$ cat src/rtl/reg_wb_arbiter_pkg.sv
// Shared register-file defines plus small helpers for the write-back arbiter.
//   WORD_LEN          register data width
//   REG_32_ADDR_LEN   register address width
//   REG_32_TOTALSIZE  number of architectural registers
package reg_wb_arbiter_pkg;

    localparam int WORD_LEN         = 32;
    localparam int REG_32_ADDR_LEN  = 5;
    localparam int REG_32_TOTALSIZE = 1 << REG_32_ADDR_LEN;

    // Round-robin successor: wraps idx back to 0 after the last requester.
    function automatic int unsigned rr_next(input int unsigned idx, input int unsigned n);
        return (idx + 1 >= n) ? 0 : idx + 1;
    endfunction

endpackage

$ cat src/rtl/reg_wb_arbiter_if.sv
// Write-back request bundle shared by the requesters and the arbiter.
//   i_req_valid  per-requester request
//   i_req_addr   packed destination addresses, requester k at slice k
//   i_req_data   packed write data, requester k at slice k
//   o_req_ready  one-hot accept from the arbiter
// master = requester side, slave = arbiter side.
interface reg_wb_arbiter_if
    import reg_wb_arbiter_pkg::*;
#(
    parameter int N_REQ           = 3,
    parameter int WORD_LEN        = reg_wb_arbiter_pkg::WORD_LEN,
    parameter int REG_32_ADDR_LEN = reg_wb_arbiter_pkg::REG_32_ADDR_LEN
);

    logic [N_REQ-1:0]                 i_req_valid;
    logic [N_REQ*REG_32_ADDR_LEN-1:0] i_req_addr;
    logic [N_REQ*WORD_LEN-1:0]        i_req_data;
    logic [N_REQ-1:0]                 o_req_ready;

    modport master (
        output i_req_valid,
        output i_req_addr,
        output i_req_data,
        input  o_req_ready
    );

    modport slave (
        input  i_req_valid,
        input  i_req_addr,
        input  i_req_data,
        output o_req_ready
    );

endinterface

$ cat src/rtl/reg_wb_arbiter_rr_arbiter.sv
// Combinational round-robin picker.
//   valid      request vector
//   rr_ptr     index where the search starts
//   grant      one-hot grant (zero when nothing is valid)
//   grant_idx  index of the granted requester
//   grant_any  some requester was granted
module rr_arbiter #(
    parameter int N_REQ = 3,
    parameter int IDX_W = 2
) (
    input  logic [N_REQ-1:0] valid,
    input  logic [IDX_W-1:0] rr_ptr,
    output logic [N_REQ-1:0] grant,
    output logic [IDX_W-1:0] grant_idx,
    output logic             grant_any
);

    logic [IDX_W:0]   cand_sum;
    logic [IDX_W-1:0] cand;

    always_comb begin
        grant     = '0;
        grant_idx = '0;
        grant_any = 1'b0;
        cand_sum  = '0;
        cand      = '0;
        for (int i = 0; i < N_REQ; i++) begin
            // Wrap (rr_ptr + i) without a modulo operator; rr_ptr < N_REQ always.
            cand_sum = {1'b0, rr_ptr} + (IDX_W+1)'(i);
            if (cand_sum >= (IDX_W+1)'(N_REQ)) begin
                cand_sum = cand_sum - (IDX_W+1)'(N_REQ);
            end
            cand = cand_sum[IDX_W-1:0];
            if (!grant_any && valid[cand]) begin
                grant_any   = 1'b1;
                grant[cand] = 1'b1;
                grant_idx   = cand;
            end
        end
    end

endmodule

$ cat src/rtl/reg_wb_arbiter.sv
// Register-file write-back arbiter with destination scoreboard.
//   i_sys_clk, i_sys_rst_n         clock, async active-low reset
//   wb (slave)                     requester valid/addr/data in, one-hot ready out
//   o_dest_write_en/addr/write_val registered register-file write port (latency 1)
//   i_claim_en, i_claim_addr       issue stage marks a destination pending
//   i_src_addr_1/2, o_src_busy_1/2 hazard query against the pending bits
//   i_flush                        clear all pending bits
module reg_wb_arbiter
    import reg_wb_arbiter_pkg::*;
#(
    parameter int WORD_LEN        = reg_wb_arbiter_pkg::WORD_LEN,
    parameter int REG_32_ADDR_LEN = reg_wb_arbiter_pkg::REG_32_ADDR_LEN,
    parameter int N_REQ           = 3
) (
    input  logic                       i_sys_clk,
    input  logic                       i_sys_rst_n,
    reg_wb_arbiter_if.slave            wb,
    output logic                       o_dest_write_en,
    output logic [REG_32_ADDR_LEN-1:0] o_dest_addr,
    output logic [WORD_LEN-1:0]        o_dest_write_val,
    input  logic                       i_claim_en,
    input  logic [REG_32_ADDR_LEN-1:0] i_claim_addr,
    input  logic [REG_32_ADDR_LEN-1:0] i_src_addr_1,
    input  logic [REG_32_ADDR_LEN-1:0] i_src_addr_2,
    output logic                       o_src_busy_1,
    output logic                       o_src_busy_2,
    input  logic                       i_flush
);

    localparam int IDX_W  = $clog2(N_REQ);
    localparam int N_REGS = 1 << REG_32_ADDR_LEN;

    logic [IDX_W-1:0]           rr_ptr;
    logic [IDX_W-1:0]           grant_idx;
    logic [N_REQ-1:0]           grant;
    logic                       grant_any;
    logic                       transfer;
    logic [REG_32_ADDR_LEN-1:0] acc_addr;
    logic [WORD_LEN-1:0]        acc_data;
    logic [N_REGS-1:0]          pending_q;
    logic [N_REGS-1:0]          pending_d;

    rr_arbiter #(
        .N_REQ (N_REQ),
        .IDX_W (IDX_W)
    ) u_rr_arbiter (
        .valid     (wb.i_req_valid),
        .rr_ptr    (rr_ptr),
        .grant     (grant),
        .grant_idx (grant_idx),
        .grant_any (grant_any)
    );

    // Ready is forced low during reset so nothing is accepted and then dropped.
    assign wb.o_req_ready = i_sys_rst_n ? grant : '0;
    assign transfer       = grant_any & i_sys_rst_n;

    always_comb begin
        acc_addr = '0;
        acc_data = '0;
        for (int k = 0; k < N_REQ; k++) begin
            if (grant[k]) begin
                acc_addr = wb.i_req_addr[k*REG_32_ADDR_LEN +: REG_32_ADDR_LEN];
                acc_data = wb.i_req_data[k*WORD_LEN +: WORD_LEN];
            end
        end
    end

    // Order matters: claim is applied after the write-back clear so it wins,
    // and flush overrides both. Register 0 is never pending.
    always_comb begin
        pending_d = pending_q;
        if (transfer) begin
            pending_d[acc_addr] = 1'b0;
        end
        if (i_claim_en) begin
            pending_d[i_claim_addr] = 1'b1;
        end
        if (i_flush) begin
            pending_d = '0;
        end
        pending_d[0] = 1'b0;
    end

    always_ff @(posedge i_sys_clk or negedge i_sys_rst_n) begin
        if (!i_sys_rst_n) begin
            o_dest_write_en  <= 1'b0;
            o_dest_addr      <= '0;
            o_dest_write_val <= '0;
            rr_ptr           <= '0;
            pending_q        <= '0;
        end else begin
            // Writes to $zero are acknowledged but never reach the register file.
            o_dest_write_en <= transfer && (acc_addr != '0);
            if (transfer) begin
                o_dest_addr      <= acc_addr;
                o_dest_write_val <= acc_data;
                rr_ptr           <= IDX_W'(rr_next(32'(grant_idx), N_REQ));
            end
            pending_q <= pending_d;
        end
    end

    // No bypass: a register being written back this cycle still reads busy.
    assign o_src_busy_1 = pending_q[i_src_addr_1];
    assign o_src_busy_2 = pending_q[i_src_addr_2];

endmodule

$ cat src/flat_wrapper.sv
// flat-port wrapper written by rule: the top's interface ports become plain ports
module reg_wb_arbiter_flat import reg_wb_arbiter_pkg::*;
#(
    parameter int WORD_LEN        = reg_wb_arbiter_pkg::WORD_LEN,
    parameter int REG_32_ADDR_LEN = reg_wb_arbiter_pkg::REG_32_ADDR_LEN,
    parameter int N_REQ           = 3
)
  (i_sys_clk, i_sys_rst_n, o_dest_write_en, o_dest_addr, o_dest_write_val, i_claim_en, i_claim_addr, i_src_addr_1, i_src_addr_2, o_src_busy_1, o_src_busy_2, i_flush, wb_i_req_valid, wb_i_req_addr, wb_i_req_data, wb_o_req_ready);
  reg_wb_arbiter_if #(.N_REQ(N_REQ), .WORD_LEN(WORD_LEN), .REG_32_ADDR_LEN(REG_32_ADDR_LEN)) wb_i ();
  input  logic i_sys_clk;
  input  logic i_sys_rst_n;
  output logic o_dest_write_en;
  output logic [REG_32_ADDR_LEN-1:0] o_dest_addr;
  output logic [WORD_LEN-1:0] o_dest_write_val;
  input  logic i_claim_en;
  input  logic [REG_32_ADDR_LEN-1:0] i_claim_addr;
  input  logic [REG_32_ADDR_LEN-1:0] i_src_addr_1;
  input  logic [REG_32_ADDR_LEN-1:0] i_src_addr_2;
  output logic o_src_busy_1;
  output logic o_src_busy_2;
  input  logic i_flush;
  input wire logic [$bits(wb_i.i_req_valid)-1:0] wb_i_req_valid;
  input wire logic [$bits(wb_i.i_req_addr)-1:0] wb_i_req_addr;
  input wire logic [$bits(wb_i.i_req_data)-1:0] wb_i_req_data;
  output wire logic [$bits(wb_i.o_req_ready)-1:0] wb_o_req_ready;
  assign wb_i.i_req_valid = wb_i_req_valid;
  assign wb_i.i_req_addr = wb_i_req_addr;
  assign wb_i.i_req_data = wb_i_req_data;
  assign wb_o_req_ready = wb_i.o_req_ready;
  reg_wb_arbiter #(.WORD_LEN(WORD_LEN), .REG_32_ADDR_LEN(REG_32_ADDR_LEN), .N_REQ(N_REQ)) u_core (.i_sys_clk(i_sys_clk), .i_sys_rst_n(i_sys_rst_n), .wb(wb_i), .o_dest_write_en(o_dest_write_en), .o_dest_addr(o_dest_addr), .o_dest_write_val(o_dest_write_val), .i_claim_en(i_claim_en), .i_claim_addr(i_claim_addr), .i_src_addr_1(i_src_addr_1), .i_src_addr_2(i_src_addr_2), .o_src_busy_1(o_src_busy_1), .o_src_busy_2(o_src_busy_2), .i_flush(i_flush));
endmodule
$ cat config.mk
export PLATFORM = sky130hd
export DESIGN_NAME = reg_wb_arbiter_flat
export DESIGN_NICKNAME = d
export VERILOG_FILES = /design/src/rtl/reg_wb_arbiter_pkg.sv /design/src/rtl/reg_wb_arbiter_if.sv /design/src/rtl/reg_wb_arbiter_rr_arbiter.sv /design/src/rtl/reg_wb_arbiter.sv /design/src/flat_wrapper.sv
export SDC_FILE = /design/constraint.sdc
export NUM_CORES = 1
export LEC_CHECK = 0
export BUFFER_PORTS_ARGS = -buffer_cell sky130_fd_sc_hd__buf_2
export CAP_MARGIN = 40
export CORE_AREA = 10 10 87 146
export DETAILED_ROUTE_END_ITERATION = 6
export DIE_AREA = 0 0 97 156
export MAX_ROUTING_LAYER = met4
export PLACE_DENSITY = 0.87
export SLEW_MARGIN = 20
export SYNTH_ARGS = -nofsm -noshare
export SYNTH_HDL_FRONTEND = slang
export SYNTH_SLANG_ARGS = --single-unit
$ cat constraint.sdc
create_clock -name i_sys_clk -period 10.6 [get_ports i_sys_clk]
set_clock_uncertainty 0.2 [all_clocks]
set_input_delay 2.65 -clock i_sys_clk [delete_from_list [all_inputs] [get_ports i_sys_clk]]
set_output_delay 2.65 -clock i_sys_clk [all_outputs]
set_load 0.05 [all_outputs]
==> reports/metrics.csv <==
metric;value;unit
status;finished clean;
ant_nets;0;
yosys.area.top_type_share;35.54;%
synthCells;557;
cts_buffer_depth;2;
critPathLaunchType;input port;
power.leakage;0.002786;µW
io_buffers;175;
crit_top_cell;buf_2;
cp_top_family;simple AND/OR/NAND/NOR gates;
ctsHoldBuffers;0;
synth_ff_type;dfrtp_1;
num_io_pins;176;
cts_sinks;71;
synth_xor_area_share;0;%
crit_fanout;36;
cp_slowest_stage_delay;0.54;ns
ys_warn_count;0;
synth_fp_nets;694;
synth_top_family_by_area;simple AND/OR/NAND/NOR gates;
coreArea;10240;µm²
clk_pin_slew;0.06;ns
synthAdderAreaFrac;1.001;%
ir_worst_vdd;220.0;µV
path_cells;buf_2, nor2b_1, or4b_1, o211ai_2, o21a_2, and2_1, buf_2;
max_cap_viol_count;0;
cts_resized;0;
most-common-layout-cells;174 x buf_2, 99 x nor2_1, 71 x dfrtp_1;
drt_pass1_iterations;5;
final_nets;838;
wire_per_inst;21.29;µm
grt_pass1_vias;5372;
synth-simple-area-share;25.20;%
layout_setup_ws;3.102;ns
grt_max_degree;82;
fmax;133.4;MHz
clock_tree.root_cell;clkbuf_16;
detail_route.wirelength;17730;µm
worst_setup_path_end_kind;output pin;
syn_area_per_cell;8.976;µm²
viasPerCell;6.236;
diodes;0;
mostFrequentLayoutCell;buf_2;
min_path_type;register to register;
synth-edff-count;0;
drcViolationCount;0;
ys_types;64;
async_flop_share;100.0;%
syn_area;5000;µm²
drt_iter0_markers;277;
syn_to_final_growth;23.32;%
post-place-ws;3.091;ns
htree_levels;3;
arrival;4.65;ns
drive_above_1_share;34.28;%
synth.area.top_cells;dfrtp_1 36%, a211oi_1 9.6%, mux4_2 8.1%;
clk_latency;0.34;ns
fin_tns_setup;0;ns
fin_crit_sh;70.74;%
grt_pass1_wl;27830;µm
cts_tree;built;
muxShareOfSynthArea;9.510;%
num_rows;49;
grt_overflow;0;
period_needed;7.498;ns
slew-limit-headroom;48.19;%
slowest_stage;o21a_2;
setup_violations;0;
powerDensity;326.1;nW/µm²
gp_congestion;1.012;
ys_ff_latch;71;
setup.worst_path.class;input port to output pin;
die_h;156;µm
post-route-util;60.22;%
antenna_found_initial;0;
hpwl;13790;µm
worst_pin_slew;0.7771;ns
seq_area_frac_synth;35.54;%
yosysTopAreaCell;dfrtp_1;
hold_viol;0;
die_x;97;µm
die_area;15130;µm²
via_count;5195;
cp_data_required_time;7.75;ns
critical_path_buf_inv_count;2;
grt.total_usage;23.16;%
start_util;48.83;%
cts_buffers;9;
synth_compound_area_share;23.42;%
cts_setup_buffers;0;
rsz0062_at_grt;false;
slew_violations;0;
-- power breakdown --
part | internal (µW) | total, µW | switching [µW]
sequential | 344 | 385 | 41.3
combinational | 396 | 1310 | 919
clock | 185 | 311 | 126
-- synth_stat cells, types with 2 or more instances --
cell / number
nor2_1: 99
dfrtp_1: 71
a211oi_1: 64
nand2_1: 51
and3_1: 32
o31ai_1: 32
clkbuf_1: 29
mux4_2: 18
nor3_1: 15
nor4_1: 14
buf_2: 12
o21ai_0: 11
nor3b_1: 8
buf_4: 6
nand2b_1: 6
nand3b_1: 6
a21oi_1: 5
inv_1: 5
mux2_2: 5
ha_1: 4
buf_6: 3
nand3_1: 3
nor2b_1: 3
nor4bb_1: 3
o2111ai_1: 3
o21ai_1: 3
a21o_1: 2
a221oi_1: 2
a32oi_1: 2
and2_1: 2
nor3b_2: 2
o21a_1: 2
o2bb2ai_1: 2
or3b_2: 2
-- flip-flops by register name, summed over array words and instances, names as in the netlist --
name                     cells
u_core.o_dest_write_val     32
u_core.pending_q            31
u_core.o_dest_addr           5
u_core.rr_ptr                2
u_core.o_dest_write_en       1
-- cell type report --
class / instances / area (µm²)
clock buffer: 9 / 225.2
clock inverter: 7 / 80.08
fill: 887 / 4073
inverter: 5 / 18.77
multi-input combinational: 431 / 2968
sequential: 71 / 1777
tap: 127 / 158.9
timing repair buffer: 183 / 938.4
-- per-layer routing --
metal | vias up | GRT usage [%] | wire length [µm]
li1 | 2396 | - | -
met1 | 2435 | 23.58 | 6432
met2 | 296 | 39.64 | 9089
met3 | 68 | 5.144 | 1205
met4 | 0 | 14.33 | 1005
met5 | - | - | 0
-- path summary, 6_finish.rpt --
check,slack [ns],from,cells after the start,end
max,3.10,wb_i_req_valid[1],7,wb_o_req_ready[0]
min,0.28,u_core.o_dest_write_val[0]$_DFFE_PN0P_,2,u_core.o_dest_write_val[0]$_DFFE_PN0P_
max reg2reg,6.68,u_core.rr_ptr[0]$_DFFE_PN0P_,10,u_core.pending_q[28]$_DFF_PN0_
min reg2reg,0.28,u_core.o_dest_write_val[0]$_DFFE_PN0P_,2,u_core.o_dest_write_val[0]$_DFFE_PN0P_
max in group asynchronous,7.26,i_sys_rst_n,2,u_core.o_dest_addr[0]$_DFFE_PN0P_
min in group asynchronous,2.04,i_sys_rst_n,1,u_core.pending_q[16]$_DFF_PN0_
-- cells by family (layout without fill, tap and decap cells) --
group	Yosys count	after routing
compound gates	150	150
fa+ha+maj	4	4
buf+inv	55	204
flops	71	71
mux	24	24
simple gates	253	253
-- worst min-delay path, cell delays in order (launching register included) --
cell and delay, ns:
dfrtp_1 0.34, nand2_1 0.05, o31ai_1 0.05
-- per-stage QoR --
stage,area [µm²],power (µW),hold WS (ns),cells
detailed placement,5861,1697,0.2667,817
floorplan,5000,1411,0.3001,557
finish,6166,2011,0.2756,833
global placement,5853,1646,0.2568,816
global route,6166,2131,0.3017,833
CTS,6166,2011,0.2822,833
Power figures use the tool's default switching activity.
